$ cat config.mk
export PLATFORM = sky130hd
export DESIGN_NAME = note_sequencer
export DESIGN_NICKNAME = d
export VERILOG_FILES = /design/src/rtl/note_sequencer.sv
export SDC_FILE = /design/constraint.sdc
export NUM_CORES = 1
export LEC_CHECK = 0
export ABC_AREA = 1
export BUFFER_PORTS_ARGS = -buffer_cell sky130_fd_sc_hd__buf_2
export CAP_MARGIN = 20
export CORE_ASPECT_RATIO = 1.5
export CORE_UTILIZATION = 45
export DETAILED_ROUTE_END_ITERATION = 16
export GPL_ROUTABILITY_DRIVEN = 0
export HOLD_SLACK_MARGIN = 0.02
export MAX_ROUTING_LAYER = met4
export PLACE_DENSITY = 0.62
export SYNTH_ARGS = -nofsm -noshare
export SYNTH_HDL_FRONTEND = slang
export SYNTH_SLANG_ARGS = --single-unit
$ cat constraint.sdc
create_clock -name clock -period 8.8 [get_ports clock]
set_input_delay 1.32 -clock clock [delete_from_list [all_inputs] [get_ports clock]]
set_output_delay 1.32 -clock clock [all_outputs]
set_load 0.02 [all_outputs]
$ cat src/rtl/note_sequencer.sv
// Falling-note rhythm game core: spawns notes from an LFSR, moves them per frame,
// scores button hits inside the hit window and ends the game after too many misses.
module note_sequencer #(
    parameter int LANES        = 4,
    parameter int SPEED        = 4,
    parameter int SPAWN_PERIOD = 30,
    parameter int HIT_Y_MIN    = 400,
    parameter int HIT_Y_MAX    = 440,
    parameter int SCREEN_H     = 480,
    parameter int POINTS       = 10,
    parameter int MAX_MISSES   = 8
) (
    input  logic                  clock,
    input  logic                  reset,
    input  logic                  frame_tick,
    input  logic                  start,
    input  logic [LANES-1:0]      buttons,
    output logic [LANES-1:0]      note_active,
    output logic [LANES*10-1:0]   note_y,
    output logic [19:0]           score,
    output logic [7:0]            combo,
    output logic [3:0]            misses,
    output logic [1:0]            state,
    output logic [LANES-1:0]      hit_pulse
);
    // state | meaning
    // IDLE  | waiting for start after reset
    // PLAY  | notes spawn, fall and are scored
    // OVER  | miss limit reached, everything frozen until start
    typedef enum logic [1:0] {IDLE = 2'b00, PLAY = 2'b01, OVER = 2'b10} state_t;

    localparam int         CW        = $clog2(SPAWN_PERIOD + 1);
    localparam logic [7:0] LFSR_SEED = 8'hA5;
    localparam int         SCORE_MAX = 999999;

    state_t          st;
    logic [CW-1:0]   spawn_cnt;
    logic [7:0]      lfsr;
    logic [LANES-1:0] btn_q;

    logic [LANES-1:0]    press, act_nxt, hit_nxt;
    logic [LANES*10-1:0] y_nxt;
    logic                spawn_now, clear_combo;
    int                  hits, miss_cnt, spawn_lane;
    logic [10:0]         y_move;
    logic [31:0]         score_sum, combo_sum, miss_sum;

    always_comb begin
        press       = buttons & ~btn_q;
        spawn_now   = frame_tick && (spawn_cnt == CW'(SPAWN_PERIOD - 1));
        spawn_lane  = int'(lfsr[1:0]) % LANES;
        act_nxt     = note_active;
        y_nxt       = note_y;
        hit_nxt     = '0;
        hits        = 0;
        miss_cnt    = 0;
        clear_combo = 1'b0;
        y_move      = '0;
        for (int i = 0; i < LANES; i++) begin
            y_move = {1'b0, note_y[10*i +: 10]} + 11'(SPEED);
            // hit test uses the Y before this frame's move
            if (press[i] && note_active[i] &&
                note_y[10*i +: 10] >= 10'(HIT_Y_MIN) &&
                note_y[10*i +: 10] <= 10'(HIT_Y_MAX)) begin
                act_nxt[i] = 1'b0;
                hit_nxt[i] = 1'b1;
                hits       = hits + 1;
            end else begin
                if (press[i])
                    clear_combo = 1'b1;
                if (frame_tick && note_active[i]) begin
                    y_nxt[10*i +: 10] = y_move[9:0];
                    if (y_move >= 11'(SCREEN_H)) begin
                        act_nxt[i]  = 1'b0;
                        miss_cnt    = miss_cnt + 1;
                        clear_combo = 1'b1;
                    end
                end else if (spawn_now && !note_active[i] && spawn_lane == i) begin
                    act_nxt[i]        = 1'b1;
                    y_nxt[10*i +: 10] = '0;
                end
            end
        end
        score_sum = 32'(score) + 32'(hits) * 32'(POINTS) + 32'(hits) * 32'(combo);
        combo_sum = 32'(combo) + 32'(hits);
        miss_sum  = 32'(misses) + 32'(miss_cnt);
    end

    always_ff @(posedge clock or negedge reset) begin
        if (!reset) begin
            st          <= IDLE;
            score       <= '0;
            combo       <= '0;
            misses      <= '0;
            note_active <= '0;
            note_y      <= '0;
            hit_pulse   <= '0;
            spawn_cnt   <= '0;
            lfsr        <= LFSR_SEED;
            btn_q       <= '0;
        end else begin
            btn_q     <= buttons;
            hit_pulse <= '0;
            case (st)
                IDLE, OVER: begin
                    if (start) begin
                        st          <= PLAY;
                        score       <= '0;
                        combo       <= '0;
                        misses      <= '0;
                        spawn_cnt   <= '0;
                        note_active <= '0;
                        note_y      <= '0;
                    end
                end
                PLAY: begin
                    if (32'(misses) >= 32'(MAX_MISSES)) begin
                        st <= OVER;
                    end else begin
                        note_active <= act_nxt;
                        note_y      <= y_nxt;
                        hit_pulse   <= hit_nxt;
                        score       <= (score_sum > 32'(SCORE_MAX)) ? 20'(SCORE_MAX) : score_sum[19:0];
                        combo       <= clear_combo ? 8'd0 :
                                       (combo_sum > 32'd255) ? 8'hFF : combo_sum[7:0];
                        misses      <= (miss_sum > 32'd15) ? 4'hF : miss_sum[3:0];
                        if (frame_tick) begin
                            spawn_cnt <= spawn_now ? '0 : spawn_cnt + 1'b1;
                            if (spawn_now)
                                lfsr <= {lfsr[6:0], lfsr[7] ^ lfsr[5] ^ lfsr[4] ^ lfsr[3]};
                        end
                    end
                end
                default: st <= IDLE;
            endcase
        end
    end

    assign state = st;
endmodule

Word-level counts from Yosys, hierarchy flattened
Index checks and enable logic that the tools add are counted.
{"block": "word_totals", "latchBits": 0, "romBits": 0, "out_inout_bits": 82, "elab_cells": 220, "register_bits": 99, "ram_bits": 0, "in_bits": 8, "memories": 0}
{"block": "classes", "n_mux": 94, "n_bitwise": 6, "n_reduce_logical": 45, "addsub": 15, "order_cmp": 16, "shift": 0, "div_mod_pow": 0, "multipliers": 2, "n_eq_ne": 26}
{"op": "32-bit two-way mux", "count": 12}
{"op": "32-bit by 2-bit adder with 32-bit output (second input constant)", "count": 6}
{"op": "10-bit two-way mux", "count": 12}
{"op": "40-bit two-way mux", "count": 2}
{"op": "40-bit one-hot mux with 2 select lines", "count": 1}
{"op": "20-bit two-way mux", "count": 3}
{"op": "10-bit by 3-bit adder with 11-bit output (second input constant)", "count": 4}
{"op": "11-bit by 9-bit greater-or-equal comparator with 1-bit output (second input constant)", "count": 4}
{"op": "1-bit two-way mux", "count": 42}
{"op": "10-bit by 9-bit greater-or-equal comparator with 1-bit output (second input constant)", "count": 4}
{"op": "10-bit by 9-bit <= comparator with 1-bit output (second input constant)", "count": 4}
{"op": "20-bit one-hot mux with 2 select lines", "count": 1}
{"op": "5-bit AND reduction", "count": 8}
{"op": "20-bit by 32-bit adder with 32-bit output", "count": 1}
{"op": "32-bit adder", "count": 1}
{"op": "4-bit by 32-bit adder with 32-bit output", "count": 1}
{"op": "8-bit by 32-bit adder with 32-bit output", "count": 1}
{"op": "32-bit by 20-bit greater-than comparator with 1-bit output (second input constant)", "count": 1}
{"op": "32-bit by 4-bit greater-than comparator with 1-bit output (second input constant)", "count": 1}
{"op": "32-bit by 8-bit greater-than comparator with 1-bit output (second input constant)", "count": 1}
{"op": "32-bit zero test", "count": 1}
{"op": "32-bit by 3-bit multiplier with 31-bit output (second input constant)", "count": 1}
{"op": "32-bit by 8-bit multiplier with 32-bit output", "count": 1}
{"op": "8-bit two-way mux", "count": 4}
{"op": "27 further kinds", "count": 87}

Depth between registers and ports, before layout
{"block": "depth", "depth_word": 25, "ltp_mapped": 48, "mapped_depth_nobuf": 47}

Worst setup path after synthesis
No wires, ideal clock.
{"block": "synth_timing", "kind": "input port to flip-flop", "startpoint": "input buttons[0]", "endpoint": "register score[10]", "path_stages": 40, "setup_slack_ns": 1.054, "required_ns": 8.667, "path_buffers": 1, "arrival_time_ns": 7.613, "setup_ns": 0.133, "path_cell_list": "inv_1 nor2_1 o211ai_1 nor4_2 inv_1 ha_1 inv_1 nor2_1 inv_1 nand2_1 inv_1 ha_1 o21ai_2 inv_1 nand2_1 fa_1 fa_1 inv_1 [... 4 more ...] inv_1 ha_1 nand2_1 inv_2 nand2_1 nor3_4 nand2_2 nand2_2 nand2_1 xor2_1 nand2_1 nor2_2 nand2_1 nand2_1 nand2_2 buf_6 nand2_1 o21ai_0"}
{"block": "synth_between", "elab_chain_cells": 18, "elab_cells_between_ends": 19, "classes_between": "add/sub: 5; mul: 2; order compare: 1; mux: 7; bitwise: 1; reduce/logical: 3"}
{"element": "from (decl)", "line_no": "17", "source": "input logic [LANES-1:0] buttons,"}
{"element": "4-bit bitwise AND *", "line_no": "49", "source": "press = buttons & ~btn_q;"}
{"element": "1-bit logical AND * (2 in series)", "line_no": "62", "source": "if (press[i] && note_active[i] &&"}
{"element": "1-bit logical AND *", "line_no": "63", "source": "note_y[10*i +: 10] >= 10'(HIT_Y_MIN) &&"}
{"element": "1-bit two-way mux *", "line_no": "62"}
{"element": "32-bit by 2-bit adder with 32-bit output", "line_no": "67", "source": "hits = hits + 1;"}
{"element": "32-bit two-way mux *", "line_no": "62"}
{"element": "32-bit by 2-bit adder with 32-bit output", "line_no": "67"}
{"element": "32-bit two-way mux *", "line_no": "62"}
{"element": "32-bit by 2-bit adder with 32-bit output", "line_no": "67"}
{"element": "32-bit two-way mux *", "line_no": "62"}
{"element": "32-bit by 3-bit multiplier with 31-bit output", "line_no": "84", "source": "score_sum = 32'(score) + 32'(hits) * 32'(POINTS) + 32'(hits) * 32'(combo);"}
{"element": "20-bit by 32-bit adder with 32-bit output", "line_no": "84"}
{"element": "32-bit adder *", "line_no": "84"}
{"element": "32-bit by 20-bit greater-than comparator with 1-bit output", "line_no": "123", "source": "score <= (score_sum > 32'(SCORE_MAX)) ? 20'(SCORE_MAX) : score_sum[19:0];"}
{"element": "20-bit two-way mux *", "line_no": "123"}
{"element": "20-bit two-way mux *", "line_no": "117", "source": "if (32'(misses) >= 32'(MAX_MISSES)) begin"}
{"element": "20-bit one-hot mux with 2 select lines *", "line_no": "104", "source": "case (st)"}
{"element": "to (signal assigned)", "line_no": "123"}
{"element": "to (decl)", "line_no": "20", "source": "output logic [19:0] score,"}
Every way passes the cells marked *; elsewhere a longest branch is shown, timed or not. The select of a mux whose other input is x is not followed.
A chain may end at the register's enable or synchronous reset.

Worst setup path in the final report
{"block": "layout_timing", "startpoint": "input buttons[1]", "endpoint": "register score[10]"}
{"block": "layout_between", "elab_chain_cells": 16, "elab_cells_between_ends": 17, "classes_between": "add/sub: 4; mul: 2; order compare: 1; mux: 6; bitwise: 1; reduce/logical: 3"}
{"element": "4-bit bitwise AND *", "line_no": "49"}
{"element": "1-bit logical AND * (2 in series)", "line_no": "62"}
{"element": "1-bit logical AND *", "line_no": "63"}
{"element": "32-bit two-way mux *", "line_no": "62"}
{"element": "32-bit by 2-bit adder with 32-bit output", "line_no": "67"}
{"element": "32-bit two-way mux *", "line_no": "62"}
{"element": "32-bit by 2-bit adder with 32-bit output", "line_no": "67"}
{"element": "32-bit two-way mux *", "line_no": "62"}
{"element": "32-bit by 3-bit multiplier with 31-bit output", "line_no": "84"}
{"element": "20-bit by 32-bit adder with 32-bit output", "line_no": "84"}
{"element": "32-bit adder *", "line_no": "84"}
{"element": "32-bit by 20-bit greater-than comparator with 1-bit output", "line_no": "123"}
{"element": "20-bit two-way mux *", "line_no": "123"}
{"element": "20-bit two-way mux *", "line_no": "117"}
{"element": "20-bit one-hot mux with 2 select lines *", "line_no": "104"}
Marks and branches as above.

==> results.sh <==
export IMPL_drv_slew=0
export IMPL_initial_core_util=0.4614
export IMPL_crit_path_end_kind="flop"
export IMPL_yosysSeqAreaShare=0.2938
export IMPL_tritoncts="done"
export IMPL_dpl_hpwl_um=15770
export IMPL_ys_ff_latch=91
export IMPL_place_inst=1346
export IMPL_finalSetupViolations=0
export IMPL_leakagePower_nw=4.935
export IMPL_max_freq_ghz=0.1243
export IMPL_tritoncts_num_buffers=9
export IMPL_synthArstFlopShare=1.000
export IMPL_final_antenna_net_count=0
export IMPL_clock_path_buffers=2
export IMPL_diodes=0
export IMPL_syn_area_um2=7767
export IMPL_status="completed"
export IMPL_grt_max_degree=73
export IMPL_period_needed_ns=8.046
export IMPL_dieArea_um2=17800
export IMPL_crit_type="input port to flop"
export IMPL_final_setup_tns_ns=0
export IMPL_timing_final_hold_violations=0
export IMPL_stdcell_count=1362
export IMPL_viasPerCell=5.059
export IMPL_nFillCells=1771
export IMPL_worstPathArrival_ns=8.24
export IMPL_pin_count=90
export IMPL_die_h_um=162.9
export IMPL_std_cell_rows=58
export IMPL_cts_root_buf="clkbuf_16"
export IMPL_drive_gt1_frac=0.1293
export IMPL_grt_setup_unrepaired="no"
export IMPL_critical_path_buf_inv_count=11
export IMPL_final_common_cell="nand2_1"
export IMPL_num_vias=6890
export IMPL_synthCells=1054
export IMPL_cts_sinks=91
export IMPL_first_global_vias=6795
export IMPL_setup_ws_ns=0.7540
export IMPL_die_w_um=109.3
export IMPL_critPathMaxFanout=20
export IMPL_grt_pass1_wl_um=32000
export IMPL_core_um2=16840
export IMPL_place_ws_ns=0.2157
export IMPL_final_nets=1259
export IMPL_drc=0
export IMPL_critPathRequiredTime_ns=8.99
export IMPL_synth_cell_types=53
export IMPL_hold_path_class="flop to flop"
export IMPL_relSlewSlack=0.3573
export IMPL_crit_family="adder cells"
export IMPL_final_core_util=0.5177
export IMPL_port_buffers=81
export IMPL_cts_resized=0
export IMPL_slowest_delay_ns=0.54
export IMPL_final_cell_mix="281 x nand2_1, 202 x inv_1, 87 x nor2_1, 87 x dfrtp_1, 80 x buf_2"
export IMPL_syn_area_per_cell_um2=7.369
export IMPL_insertion_delay_ns=0.35
export IMPL_drt_total_wl_um=19540
export IMPL_hold_slack_ns=0.5114
export IMPL_gr_usage_all_layers=0.2384
export IMPL_finalCritPeriodShare=0.9143
export IMPL_post_dp_cell_area_um2=8408
export IMPL_clock_skew_final_ns=0.01220
export IMPL_synth_edf_count=0
export IMPL_postCtsSetupBuffers=0
export IMPL_p_per_area_nw_per_um2=239.1
export IMPL_grt_ovfl_total=0
export IMPL_critPathLaunchType="input port"
export IMPL_worst_pin_slew_ns=0.9641
export IMPL_drt_iter0_markers=278
export IMPL_yosys_most_used_dff="dfrtp_1"
export IMPL_ys_warn_count=0
export IMPL_vdd_drop_max_uv=173.8
export IMPL_power_mw=2.084
export IMPL_area_growth_pct=12.21
export IMPL_wl_per_cell_um=14.34
export IMPL_htreeDepth=3
export IMPL_first_pass_iters=4
export IMPL_cts_clk_slew_worst_paths_ns=0.07
export IMPL_critPathSlowestCell="fa_1"
export IMPL_grt_antenna_before_repair=0
export IMPL_final_cell_area_um2=8716
export IMPL_maxCapViolCount=0
export IMPL_hold_buffers=0
## power by group
part	switching, mW	internal [mW]	leakage [nW]	total [mW]
clock network	0.171	0.230	0.147	0.401
logic	0.715	0.370	3.59	1.09
registers	0.0964	0.501	1.19	0.597
## cells in the mapped netlist, types with 2 or more instances
master | instances | area [µm²]
o22ai_1 | 26 | 162.7
nor2_2 | 6 | 37.54
nand2_2 | 11 | 68.82
buf_2 | 3 | 15.01
nand3_2 | 3 | 30.03
nand3_1 | 59 | 295.3
dfrtp_1 | 87 | 2177
nor3_2 | 3 | 30.03
o21ai_2 | 2 | 17.52
nand2_1 | 281 | 1055
nor2_1 | 87 | 326.6
inv_2 | 6 | 22.52
conb_1 | 2 | 7.510
a21oi_1 | 24 | 120.1
clkbuf_1 | 6 | 22.52
a31oi_1 | 3 | 18.77
o211ai_1 | 2 | 15.01
or2_2 | 2 | 12.51
buf_4 | 9 | 67.56
dfstp_2 | 4 | 105.1
fa_1 | 30 | 600.6
xor2_1 | 21 | 183.9
nor3_1 | 10 | 50.05
o21ai_0 | 38 | 190.2
nor4_1 | 2 | 12.51
nand4_1 | 13 | 81.33
buf_6 | 3 | 33.78
a41oi_1 | 2 | 17.52
o21a_1 | 3 | 22.52
ha_1 | 74 | 925.9
inv_1 | 202 | 758.2
xnor2_1 | 6 | 52.55
nand3b_1 | 4 | 30.03
## flip-flops by register name, indices dropped and copies added (netlist names)
name         cells
note_y          32
note_active      4
state            2
btn_q            4
spawn_cnt        5
lfsr             8
misses           4
score           20
combo            8
hit_pulse        4
## routing by layer
| layer | vias to the layer above | wire length, µm | global-route usage |
|---|---|---|---|
| met5 | - | 0 | - |
| met4 | 0 | 853 | 0.1194 |
| met3 | 49 | 541 | 0.02321 |
| met2 | 148 | 10330 | 0.4237 |
| met1 | 3223 | 7808 | 0.2605 |
| li1 | 3470 | - | - |
## tightest hold or removal path, cell delays in order, from the launching register on
cell	delay (ns)
dfstp_2	0.37
nand2_1	0.05
o21ai_0	0.08
## path summary, 6_finish.rpt
| kind | from | to | slack [ns] | depth (start not counted) |
|---|---|---|---|---|
| min | lfsr[7]$_DFFE_PN1P_ | lfsr[7]$_DFFE_PN1P_ | 0.51 | 2 |
| max | buttons[1] | score[10]$_DFFE_PN0P_ | 0.75 | 40 |
| max reg2reg | note_y[4]$_DFFE_PN0P_ | score[10]$_DFFE_PN0P_ | 1.44 | 38 |
| min in group asynchronous | reset | note_y[22]$_DFFE_PN0P_ | 0.84 | 1 |
| max in group asynchronous | reset | combo[6]$_DFFE_PN0P_ | 6.69 | 2 |
| min reg2reg | lfsr[7]$_DFFE_PN1P_ | lfsr[7]$_DFFE_PN1P_ | 0.51 | 2 |
## cells by family after synthesis
logic type | count (synthesis) | synth area share
buffers and inverters | 231 | 0.1194
and+or+nand+nor | 488 | 0.2709
muxes | 2 | 0.002738
xor gates and xnor gates | 28 | 0.03254
other | 2 | 0.0009669
adders and majority gates | 104 | 0.1965
DFF | 91 | 0.2938
AOI/OAI and AO/OA | 108 | 0.08312
## cell type report
type / instances / area (µm²) / share of cell area
Clock buffer: 11 / 242.7 / 0.02785
Clock inverter: 5 / 60.06 / 0.006891
Inverter: 209 / 784.5 / 0.09001
Multi-Input combinational cell: 748 / 4623 / 0.5304
Sequential cell: 91 / 2282 / 0.2618
Tap cell: 210 / 262.8 / 0.03015
Timing Repair Buffer: 88 / 460.4 / 0.05283
No activity file was read; power rests on OpenSTA's default activity.
